--- src/rtl/constants.vh ---
// Global datapath widths shared by the fetch-side RTL.
`ifndef CONSTANTS_VH
`define CONSTANTS_VH
`define XLEN 32
`define INSTR_WIDTH 32
`endif

--- src/rtl/fetch_pkg.sv ---
// Shared types and constants for the instruction fetch unit and its fetch queue.
`include "constants.vh"

package fetch_pkg;

  typedef struct packed {
    logic [`XLEN-1:0]        pc;
    logic [`INSTR_WIDTH-1:0] instr;
  } fq_entry_t;

  localparam logic [`XLEN-1:0] PC_STEP = `XLEN'(4);

  localparam int unsigned FQ_DEPTH_DEFAULT = 4;

  // Occupancy counter must represent 0..depth inclusive.
  function automatic int unsigned cnt_width(input int unsigned depth);
    return $clog2(depth) + 1;
  endfunction

endpackage

--- src/rtl/fetch_queue.sv ---
// Circular {pc, instr} buffer: one push, zero to two pops per cycle, flush,
// and two combinational read ports for the oldest two entries.
`include "constants.vh"

module fetch_queue
  import fetch_pkg::*;
#(
  parameter int unsigned DEPTH = FQ_DEPTH_DEFAULT,
  localparam int unsigned AW = $clog2(DEPTH),
  localparam int unsigned CW = AW + 1
) (
  input  logic          clk,
  input  logic          rst_n,
  input  logic          flush,
  input  logic          push,
  input  fq_entry_t     push_data,
  input  logic [1:0]    pop_cnt,
  output logic [CW-1:0] count,
  output fq_entry_t     rd0,
  output fq_entry_t     rd1
);

  fq_entry_t     mem [DEPTH];
  logic [AW-1:0] head_q, head_d;
  logic [AW-1:0] tail_q, tail_d;
  logic [CW-1:0] count_q, count_d;

  // pop_cnt is trusted to never exceed count_q; the caller clamps it.
  always_comb begin
    head_d  = head_q;
    tail_d  = tail_q;
    count_d = count_q;
    if (flush) begin
      head_d  = '0;
      tail_d  = '0;
      count_d = '0;
    end else begin
      head_d  = head_q + AW'(pop_cnt);
      tail_d  = tail_q + AW'(push);
      count_d = count_q - CW'(pop_cnt) + CW'(push);
    end
  end

  always_ff @(posedge clk) begin
    if (!rst_n) begin
      head_q  <= '0;
      tail_q  <= '0;
      count_q <= '0;
    end else begin
      head_q  <= head_d;
      tail_q  <= tail_d;
      count_q <= count_d;
    end
  end

  // Storage needs no reset: entries are only observed while counted valid.
  always_ff @(posedge clk) begin
    if (push && !flush) begin
      mem[tail_q] <= push_data;
    end
  end

  always_comb begin
    rd0   = mem[head_q];
    rd1   = mem[head_q + AW'(1)];
    count = count_q;
  end

endmodule

--- src/rtl/ifetch_unit.sv ---
// Fetch-side imem initiator: owns the fetch PC, push/redirect control and the
// fetch queue feeding the dual-issue decode stage.
`include "constants.vh"

module ifetch_unit
  import fetch_pkg::*;
#(
  parameter int unsigned      FQ_DEPTH = FQ_DEPTH_DEFAULT,
  parameter logic [`XLEN-1:0] RESET_PC = '0
) (
  input  logic                          clk,
  input  logic                          rst_n,
  output logic [`XLEN-1:0]              imem_pc,
  input  logic [`INSTR_WIDTH-1:0]       imem_instr,
  input  logic                          redirect_valid,
  input  logic [`XLEN-1:0]              redirect_pc,
  input  logic [1:0]                    deq_count,
  output logic                          out_valid0,
  output logic [`XLEN-1:0]              out_pc0,
  output logic [`INSTR_WIDTH-1:0]       out_instr0,
  output logic                          out_valid1,
  output logic [`XLEN-1:0]              out_pc1,
  output logic [`INSTR_WIDTH-1:0]       out_instr1,
  output logic [$clog2(FQ_DEPTH):0]     fq_count
);

  localparam int unsigned CW = cnt_width(FQ_DEPTH);

  logic [`XLEN-1:0] fetch_pc_q, fetch_pc_d;
  logic [1:0]       deq_clamp;
  logic [1:0]       eff_deq;
  logic [1:0]       pop_cnt;
  logic             push;
  logic [CW-1:0]    count;
  fq_entry_t        push_data;
  fq_entry_t        rd0, rd1;

  always_comb begin
    deq_clamp  = (deq_count == 2'd3) ? 2'd2 : deq_count;
    eff_deq    = (CW'(deq_clamp) > count) ? count[1:0] : deq_clamp;
    pop_cnt    = 2'd0;
    push       = 1'b0;
    fetch_pc_d = fetch_pc_q;
    if (redirect_valid) begin
      fetch_pc_d = {redirect_pc[`XLEN-1:2], 2'b00};
    end else begin
      pop_cnt = eff_deq;
      // Comparing post-dequeue occupancy lets a full queue push while draining.
      push    = (count - CW'(eff_deq)) < CW'(FQ_DEPTH);
      if (push) begin
        fetch_pc_d = fetch_pc_q + PC_STEP;
      end
    end
  end

  always_ff @(posedge clk) begin
    if (!rst_n) begin
      fetch_pc_q <= RESET_PC;
    end else begin
      fetch_pc_q <= fetch_pc_d;
    end
  end

  assign push_data = '{pc: fetch_pc_q, instr: imem_instr};

  fetch_queue #(
    .DEPTH (FQ_DEPTH)
  ) u_fetch_queue (
    .clk       (clk),
    .rst_n     (rst_n),
    .flush     (redirect_valid),
    .push      (push),
    .push_data (push_data),
    .pop_cnt   (pop_cnt),
    .count     (count),
    .rd0       (rd0),
    .rd1       (rd1)
  );

  always_comb begin
    imem_pc    = fetch_pc_q;
    out_valid0 = (count >= CW'(1));
    out_valid1 = (count >= CW'(2));
    out_pc0    = rd0.pc;
    out_instr0 = rd0.instr;
    out_pc1    = rd1.pc;
    out_instr1 = rd1.instr;
    fq_count   = count;
  end

`ifndef SYNTHESIS
  always_ff @(posedge clk) begin
    if (rst_n && !redirect_valid) begin
      over_deq_a: assert (CW'(deq_clamp) <= count)
        else $warning("ifetch_unit: dequeue of %0d exceeds occupancy %0d, clamped",
                      deq_clamp, count);
    end
  end
`endif

endmodule

--- config.mk ---
export PLATFORM = sky130hd
export DESIGN_NAME = ifetch_unit
export DESIGN_NICKNAME = d
export VERILOG_FILES = /design/src/rtl/fetch_pkg.sv /design/src/rtl/fetch_queue.sv /design/src/rtl/ifetch_unit.sv
export VERILOG_INCLUDE_DIRS = /design/src /design/src/rtl
export SDC_FILE = /design/constraint.sdc
export NUM_CORES = 1
export LEC_CHECK = 0
export BUFFER_PORTS_ARGS = -buffer_cell sky130_fd_sc_hd__buf_2
export CAP_MARGIN = 40
export CORE_MARGIN = 2
export CORE_UTILIZATION = 35
export CTS_BUF_LIST = sky130_fd_sc_hd__clkbuf_16
export CTS_CLUSTER_DIAMETER = 150
export CTS_CLUSTER_SIZE = 20
export DETAILED_ROUTE_END_ITERATION = 10
export HOLD_SLACK_MARGIN = 0.05
export SLEW_MARGIN = 20
export SYNTH_ARGS = -nofsm -noshare
export SYNTH_HDL_FRONTEND = slang
export SYNTH_SLANG_ARGS = --single-unit
--- constraint.sdc ---
create_clock -name clk -period 19.1 [get_ports clk]
set_input_delay 0.955 -clock clk [delete_from_list [all_inputs] [get_ports clk]]
set_output_delay 0.955 -clock clk [all_outputs]
set_load 0.02 [all_outputs]
==> summary.md, run 1 <==
| Metric | Value |
|---|---|
| Status | `completed` |
| Critical Path Start Type | `input port` |
| Crit-path cells | `buf_2 > nand2b_1 > ha_1 > a21oi_1 > o21ai_1 > mux2i_1 > ha_1 > o21ai_1 > o21ai_2 > a21oi_1 > nand2_1 > inv_1 > and3_4 > buf_4` |
| Longest Clk Path Bufs | `3` |
| Tot Pwr | `1500 uW` |
| Syn Std Cell Area | `between 10000 and 15000 um2` |
| Crit path kind | `input port to flip-flop` |
| Worst skew pair latency | `0.51 ns` |
| Final Util | `0.421` |
| Hold_buf cts | `0` |
| Pwr/cell area | `99.7 nW/um2` |
| GRT Total Usage | `0.153` |
| Total gr overflow | `0` |
| Setup repair bufs after CTS | `0` |
| Drt first-iter violations | `539` |
| Initial antenna violation count | `0` |
| EDFF count, synth | `around 250` |
| Die Y | `195 um` |
| Worst-path clk slew | `0.08 ns` |
| Slew margin rel. | `0.447` |
| Worst endpoint data arrival time | `~5.0 ns` |
| Net switching power | `448 uW` |
| Ys flop type | `edfxtp_1` |
| CTS Buf Count | `18` |
| Delay-heaviest family, CP | `compound AO/OA/AOI/OAI gates` |
| Final cycle utilization of the critical path | `0.257` |
| Internal power | `1050 uW` |
| Die ar. | `between 30000 and 40000 um2` |
| Gate count of the mapped netlist | `680` |
| Hold Vio Cnt, Final | `0` |
| Area growth syn-to-layout | `18.0%` |
| Post-CTS Resized | `0` |
| Max Fclk | `0.204 GHz` |
| Wire per inst | `21.5 um` |
| # IOs | `about 230` |
| Post-layout min period | `4.90 ns` |
| Ys async rst share | `0` |
| Max-Cap Viols | `0` |
| Crit-path max FO | `39` |
| Clock power share | `0.257` |
| Largest net degree at the start of global routing | `85` |
| Core area | `35700 um2` |
| RePlAce Congestion | `0.761` |
| Initial Utilization | `0.357` |
| Pre-antenna DRT Iters | `5` |
| Final antenna-violating net count | `0` |
| Syn. warnings | `0` |
| Share of layout cells above drive strength 1 | `0.449` |
| Final WL | `29400 um` |
| Final Slew Violations | `0` |
| Clk sink count | `285` |
| CP Buf/Inv Count | `3` |
| CP max stage delay | `0.61 ns` |
| CTS root buffer | `clkbuf_16` |
| Clock Skew | `0.0255 ns` |
| Global-route wire length before repair | `44800 um` |
| WP data required | `around 19 ns` |
| Worst Tran Pin Value | `0.830 ns` |
| Crit-path slowest cell | `buf_4` |
| Distinct cells, synth | `52` |
| #FFs+latches synth | `285` |
| Design area | `15100 um2` |
| Nets | `976` |
| RSZ-0062 raised after global routing | `false` |
| Max H-tree Level | `1` |
| Ant. Diodes | `0` |
| Vias/cell | `5.35` |
| Vias in the first global route | `7438` |
| CTS tree | `yes` |
| Hold Path Class | `flip-flop to flip-flop` |
| Mean Syn Cell Area | `18.8 um2` |
| Placed standard-cell area | `14400 um2` |
| Worst IR drop on VDD | `between 0.04 and 0.05 mV` |
| Drt drc | `0` |
| # rows | `69` |
| Combinational power share | `0.231` |
| Final setup viols | `0` |
| Sequential area share after synthesis | `0.642` |
| Critical Path End Type | `flip-flop` |
| Seq pwr share | `0.513` |
| LEAKAGE | `approximately 0.0051 uW` |
| Setup TNS Final | `0 ns` |
| Switching part of the total | `0.299` |
| I/O Buffers | `225` |
| Detailed Place HPWL | `around 19000 um` |
| DR vias | `7325` |
| Die width | `195 um` |
## synthesized netlist by cell type, types with 2 or more instances
| cell | n | area, um2 |
|---|---|---|
| clkbuf_1 | 26 | 97.6 |
| or3_1 | 2 | 12.5 |
| nand3_1 | 11 | 55.1 |
| buf_2 | 14 | 70.1 |
| nand4_1 | 6 | 37.5 |
| and4_1 | 10 | 87.6 |
| a31oi_1 | 5 | 31.3 |
| mux4_2 | 124 | 2790 |
| buf_6 | 2 | 22.5 |
| nor2_1 | 7 | 26.3 |
| or2_2 | 2 | 12.5 |
| a21oi_1 | 16 | 80.1 |
| and3_1 | 4 | 25.0 |
| buf_4 | 6 | 45.0 |
| nor3b_1 | 2 | 15.0 |
| mux2i_1 | 3 | 30.0 |
| nor3_1 | 11 | 55.1 |
| a31o_2 | 3 | 26.3 |
| nand2b_1 | 3 | 18.8 |
| inv_1 | 14 | 52.6 |
| o21ai_1 | 2 | 10.0 |
| ha_1 | 9 | 113 |
| xnor2_1 | 18 | 158 |
| and2_1 | 5 | 31.3 |
| edfxtp_1 | 248 | 7450 |
| a2111oi_2 | 2 | 30.0 |
| nor2b_1 | 8 | 50.1 |
| dfxtp_1 | 37 | 741 |
| nand2_1 | 9 | 33.8 |
| a211oi_1 | 17 | 128 |
| a2111oi_0 | 6 | 52.6 |
| o21ai_0 | 28 | 140 |
## flip-flops by register name (all words and copies together) (netlist names)
signal and count:
imem_pc 30, u_fetch_queue.count 3, u_fetch_queue.tail_q 2, u_fetch_queue.head_q 2, u_fetch_queue.mem 248
## cells by family after synthesis
logic type / Yosys count / synth area share
and+or+nand+nor: 87 / 0.0432
DFF: 285 / 0.642
buffers and inverters: 63 / 0.0228
xor gates and xnor gates: 18 / 0.0124
adders and majority gates: 10 / 0.0104
AOI/OAI and AO/OA: 89 / 0.0479
muxes: 127 / 0.221
other: 1 / 0.000294
## worst reg2reg max path, stage by stage, from the launching register on
cell     delay, ns
dfxtp_1       0.46
inv_1         0.09
ha_1          0.31
nor2b_1       0.14
o21ai_1       0.19
mux2i_1       0.40
ha_1          0.32
o21ai_1       0.27
o21ai_2       0.18
a21oi_1       0.48
nand2_1       0.26
inv_1         0.18
and3_4        0.50
buf_4         0.62
## final timing paths
path | from | end | slack (ns) | cells after the start
max | deq_count[1] | u_fetch_queue.mem[3][25] | 14.20 | 14
min | imem_pc[31] | u_fetch_queue.mem[0][63] | 0.57 | 0
max reg2reg | u_fetch_queue.count[1] | u_fetch_queue.mem[3][25] | 14.34 | 13
min reg2reg | imem_pc[31] | u_fetch_queue.mem[0][63] | 0.57 | 0
## per-layer routing
layer | global-route usage | vias up | wire [um] | part of all wire
met2 | 0.251 | 236 | 13900 | 0.47
met5 | 0 | - | 0 | 0
met1 | 0.216 | 3766 | 13400 | 0.45
met3 | 0.0220 | 29 | 1610 | 0.055
met4 | 0.0351 | 0 | 574 | 0.020
li1 | - | 3294 | - | -
## placed cells by master (no fill, tap or decap), drive strengths merged, types with 2 or more instances in the layout
master	Yosys	routed
nor3b	2	2
and2	5	5
and3	4	4
inv	14	27
nand3	11	11
or3	2	2
xnor2	18	18
a31o	3	3
nor2b	8	8
nand2b	3	3
nand4	7	7
ha	9	9
o211ai	2	2
mux4	124	124
mux2i	3	3
a211oi	17	17
conb	1	6
dfxtp	37	37
or2	2	2
buf	23	241
nor3	11	11
clkbuf	26	19
a2111oi	10	10
and4	11	11
a31oi	5	5
nor2	7	7
nand2	10	10
edfxtp	248	248
o21ai	31	31
a21oi	16	16
## power by group through the flow
stage	clock [uW]	combinational (uW)	sequential, uW
3_5_place_dp	0	342	791
6_report	385	346	770
2_1_floorplan	0	229	782
3_3_place_gp	0	334	789
4_1_cts	403	343	776
5_1_grt	425	370	777
## area by class of cell
| cell class | count | area (um2) |
|---|---|---|
| fill | 3211 | 20700 |
| clock inverter | 13 | 61.3 |
| inverter | 14 | 52.6 |
| timing repair buffer | 241 | 1370 |
| tap | 461 | 577 |
| multi-input combinational | 337 | 4330 |
| clock buffer | 19 | 475 |
| sequential | 285 | 8200 |
## stage by stage
step | setup slack (ns) | cells | hold slack, ns
after floorplan | 10.38 | 685 | 0.525
after global placement | 13.65 | 1332 | 0.560
after detailed placement | 13.58 | 1335 | 0.565
after CTS | 14.11 | 1367 | 0.571
after global routing | 13.90 | 1370 | 0.596
final | 14.20 | 1370 | 0.571
No activity file was read; power rests on OpenSTA's default activity.
==> inputs of run 2 (changes only) <==
==> constraint.sdc (replaced) <==
create_clock -name clk -period 4.7 [get_ports clk]
set_input_delay 0.235 -clock clk [delete_from_list [all_inputs] [get_ports clk]]
set_output_delay 0.235 -clock clk [all_outputs]
set_load 0.02 [all_outputs]
==> run 2 against run 1 <==
Register-to-register slack worse by 14 ns. Sequential power rose to 4.1 times the previous value. Clock power rose to 4.1 times the previous value. Via count up 2.7%. Critical path depth down 1. Global-route usage up 0.33 points. Setup slack worse by 13 ns. Largest power group unchanged.
==> summary.md, run 2 (same netlist as run 1, synthesis figures left out) <==
| Metric | Value |
|---|---|
| DR vias | `7521` |
| Area growth syn-to-layout | `22.2%` |
| Worst skew pair latency | `0.51 ns` |
| Setup repair bufs after CTS | `0` |
| Fin cells | `roughly 1400` |
| Hold Vio Cnt, Final | `0` |
| Clk sink count | `285` |
| Global-route wire length before repair | `46200 um` |
| Max-Cap Viols | `0` |
| Critical Path Start Type | `flip-flop` |
| Worst-path clk slew | `0.09 ns` |
| Worst IR drop on VDD | `0.286 mV` |
| Worst r2r dst | `u_fetch_queue.mem[3][22]` |
| Longest Clk Path Bufs | `3` |
| Status | `completed` |
| Crit path depth | `13` |
| I/O Buffers | `225` |
| Reg2Reg Depth | `13` |
| Met3 usage | `0.0215` |
| WP data required | `4.91 ns` |
| Largest net degree at the start of global routing | `81` |
| CTS root buffer | `clkbuf_16` |
| CTS Buf Count | `18` |
| Final WL | `29800 um` |
| Most flop-heavy register | `u_fetch_queue.mem` |
| Crit-path max FO | `20` |
| Pre-antenna DRT Iters | `5` |
| Drt first-iter violations | `403` |
| GRT Total Usage | `0.156` |
| CP max stage delay | `between 0.5 and 0.6 ns` |
| Detailed Place HPWL | `between 15000 and 20000 um` |
| RePlAce Congestion | `between 0.7 and 0.8` |
| Setup TNS Final | `0 ns` |
| Met2 Use GR | `0.259` |
| Number of flip-flops under the largest register name | `around 250` |
| Die ar. | `about 38000 um2` |
| CP startpoint | `u_fetch_queue.count[1]` |
| CP Buf/Inv Count | `3` |
| Final antenna-violating net count | `0` |
| Most common cell after layout, fill and taps aside | `edfxtp_1` |
| Nets | `1029` |
| Worst Tran Pin Value | `0.804 ns` |
| Core area | `35700 um2` |
| Initial Utilization | `0.357` |
| Clock Skew | `0.0266 ns` |
| Hold Path Class | `input port to flip-flop` |
| Die width | `between 150 and 200 um` |
| GR peak layer | `met2` |
| Slew margin rel. | `0.450` |
| Design area | `between 15000 and 20000 um2` |
| # IOs | `234` |
| RSZ-0062 raised after global routing | `false` |
| CP endpoint | `u_fetch_queue.mem[3][22]` |
| Initial antenna violation count | `0` |
| Most frequent cells in the layout | `248 x edfxtp_1, 225 x buf_2, 124 x mux4_2` |
| Post-layout min period | `3.95 ns` |
| Placed standard-cell area | `14500 um2` |
| R2R setup slack | `between 0.7 and 0.8 ns` |
| Delay-heaviest family, CP | `simple AND/OR/NAND/NOR gates` |
| Critical Path End Type | `flip-flop` |
| Max Fclk | `0.253 GHz` |
| Max H-tree Level | `1` |
| Met1 Use GR | `0.223` |
| Ant. Diodes | `0` |
| CTS tree | `yes` |
| Drt drc | `0` |
| Crit path kind | `flip-flop to flip-flop` |
| Vias/cell | `5.29` |
| Vias in the first global route | `7678` |
| Final cycle utilization of the critical path | `0.841` |
| Crit-path slowest cell | `and3_4` |
| Die Y | `195 um` |
| LEAKAGE | `0.00528 uW` |
| Worst endpoint data arrival time | `between 4 and 5 ns` |
| Total gr overflow | `0` |
| Inst Count DP | `1337` |
| Reg2reg start | `u_fetch_queue.count[1]` |
| Final Util | `0.436` |
| Pwr/cell area | `around 390 nW/um2` |
| Share of layout cells above drive strength 1 | `0.429` |
| Wire per inst | `20.9 um` |
| Final Slew Violations | `0` |
| Crit-path cells | `inv_1 > ha_1 > nor2b_1 > o21ai_2 > mux2i_2 > ha_1 > or3_1 > o21ai_2 > a21oi_2 > nand2_2 > inv_1 > and3_4 > buf_4` |
| # rows | `69` |
| Final setup viols | `0` |
## run 2: how the worst min path moves through the flow
stage | startpoint | end | slack [ns] | depth (start not counted)
finish | redirect_pc[18] | imem_pc[18] | 0.09 | 3
global route | redirect_pc[31] | imem_pc[31] | 0.06 | 3
CTS | redirect_pc[31] | imem_pc[31] | 0.06 | 3
detailed placement | imem_instr[27] | u_fetch_queue.mem[1][27] | 0.46 | 1
global placement | imem_instr[8] | u_fetch_queue.mem[1][8] | 0.45 | 1
floorplan | imem_instr[0] | u_fetch_queue.mem[0][0] | 0.33 | 0
## run 2: final cells by class
cell class	count	area [um2]
sequential	285	8200
clock inverter	13	61.3
inverter	14	52.6
fill	3177	20200
tap	461	577
multi-input combinational	337	4360
clock buffer	19	475
timing repair buffer	294	1860
## run 2: stage by stage
stage | worst slack, ns | hold WS (ns) | total power (uW)
3_5_place_dp | 0.653 | 0.460 | 4620
6_report | 0.749 | 0.0858 | 6130
4_1_cts | 0.726 | 0.0579 | 6230
5_1_grt | 0.458 | 0.0551 | 6430
2_1_floorplan | 0.0147 | 0.334 | 4110
3_3_place_gp | 0.708 | 0.450 | 4600
## run 2: power by group
group          internal [uW]  total [uW]  switching, uW
combinational            582        1440            856
sequential              2980        3140            157
clock                    741        1560            815
## run 2: per-layer routing
metal | up-vias | routed length [um] | part of all wire
met3 | 21 | 1790 | 0.060
met4 | 0 | 343 | 0.012
met2 | 247 | 14200 | 0.48
met1 | 3863 | 13400 | 0.45
met5 | - | 0 | 0
li1 | 3390 | - | -
## run 2: what timing repair did
action | 4_1_cts | 5_1_grt
hold buffers | 54 | 0
resized for setup | 0 | 0
endpoints found under the hold margin | 150 | 0
## run 2: worst reg2reg max path, cell delays in order (launching register included)
cell     delay, ns
dfxtp_2       0.43
inv_1         0.06
ha_1          0.30
nor2b_1       0.14
o21ai_2       0.16
mux2i_2       0.32
ha_1          0.37
or3_1         0.22
o21ai_2       0.16
a21oi_2       0.29
nand2_2       0.19
inv_1         0.16
and3_4        0.53
buf_4         0.31
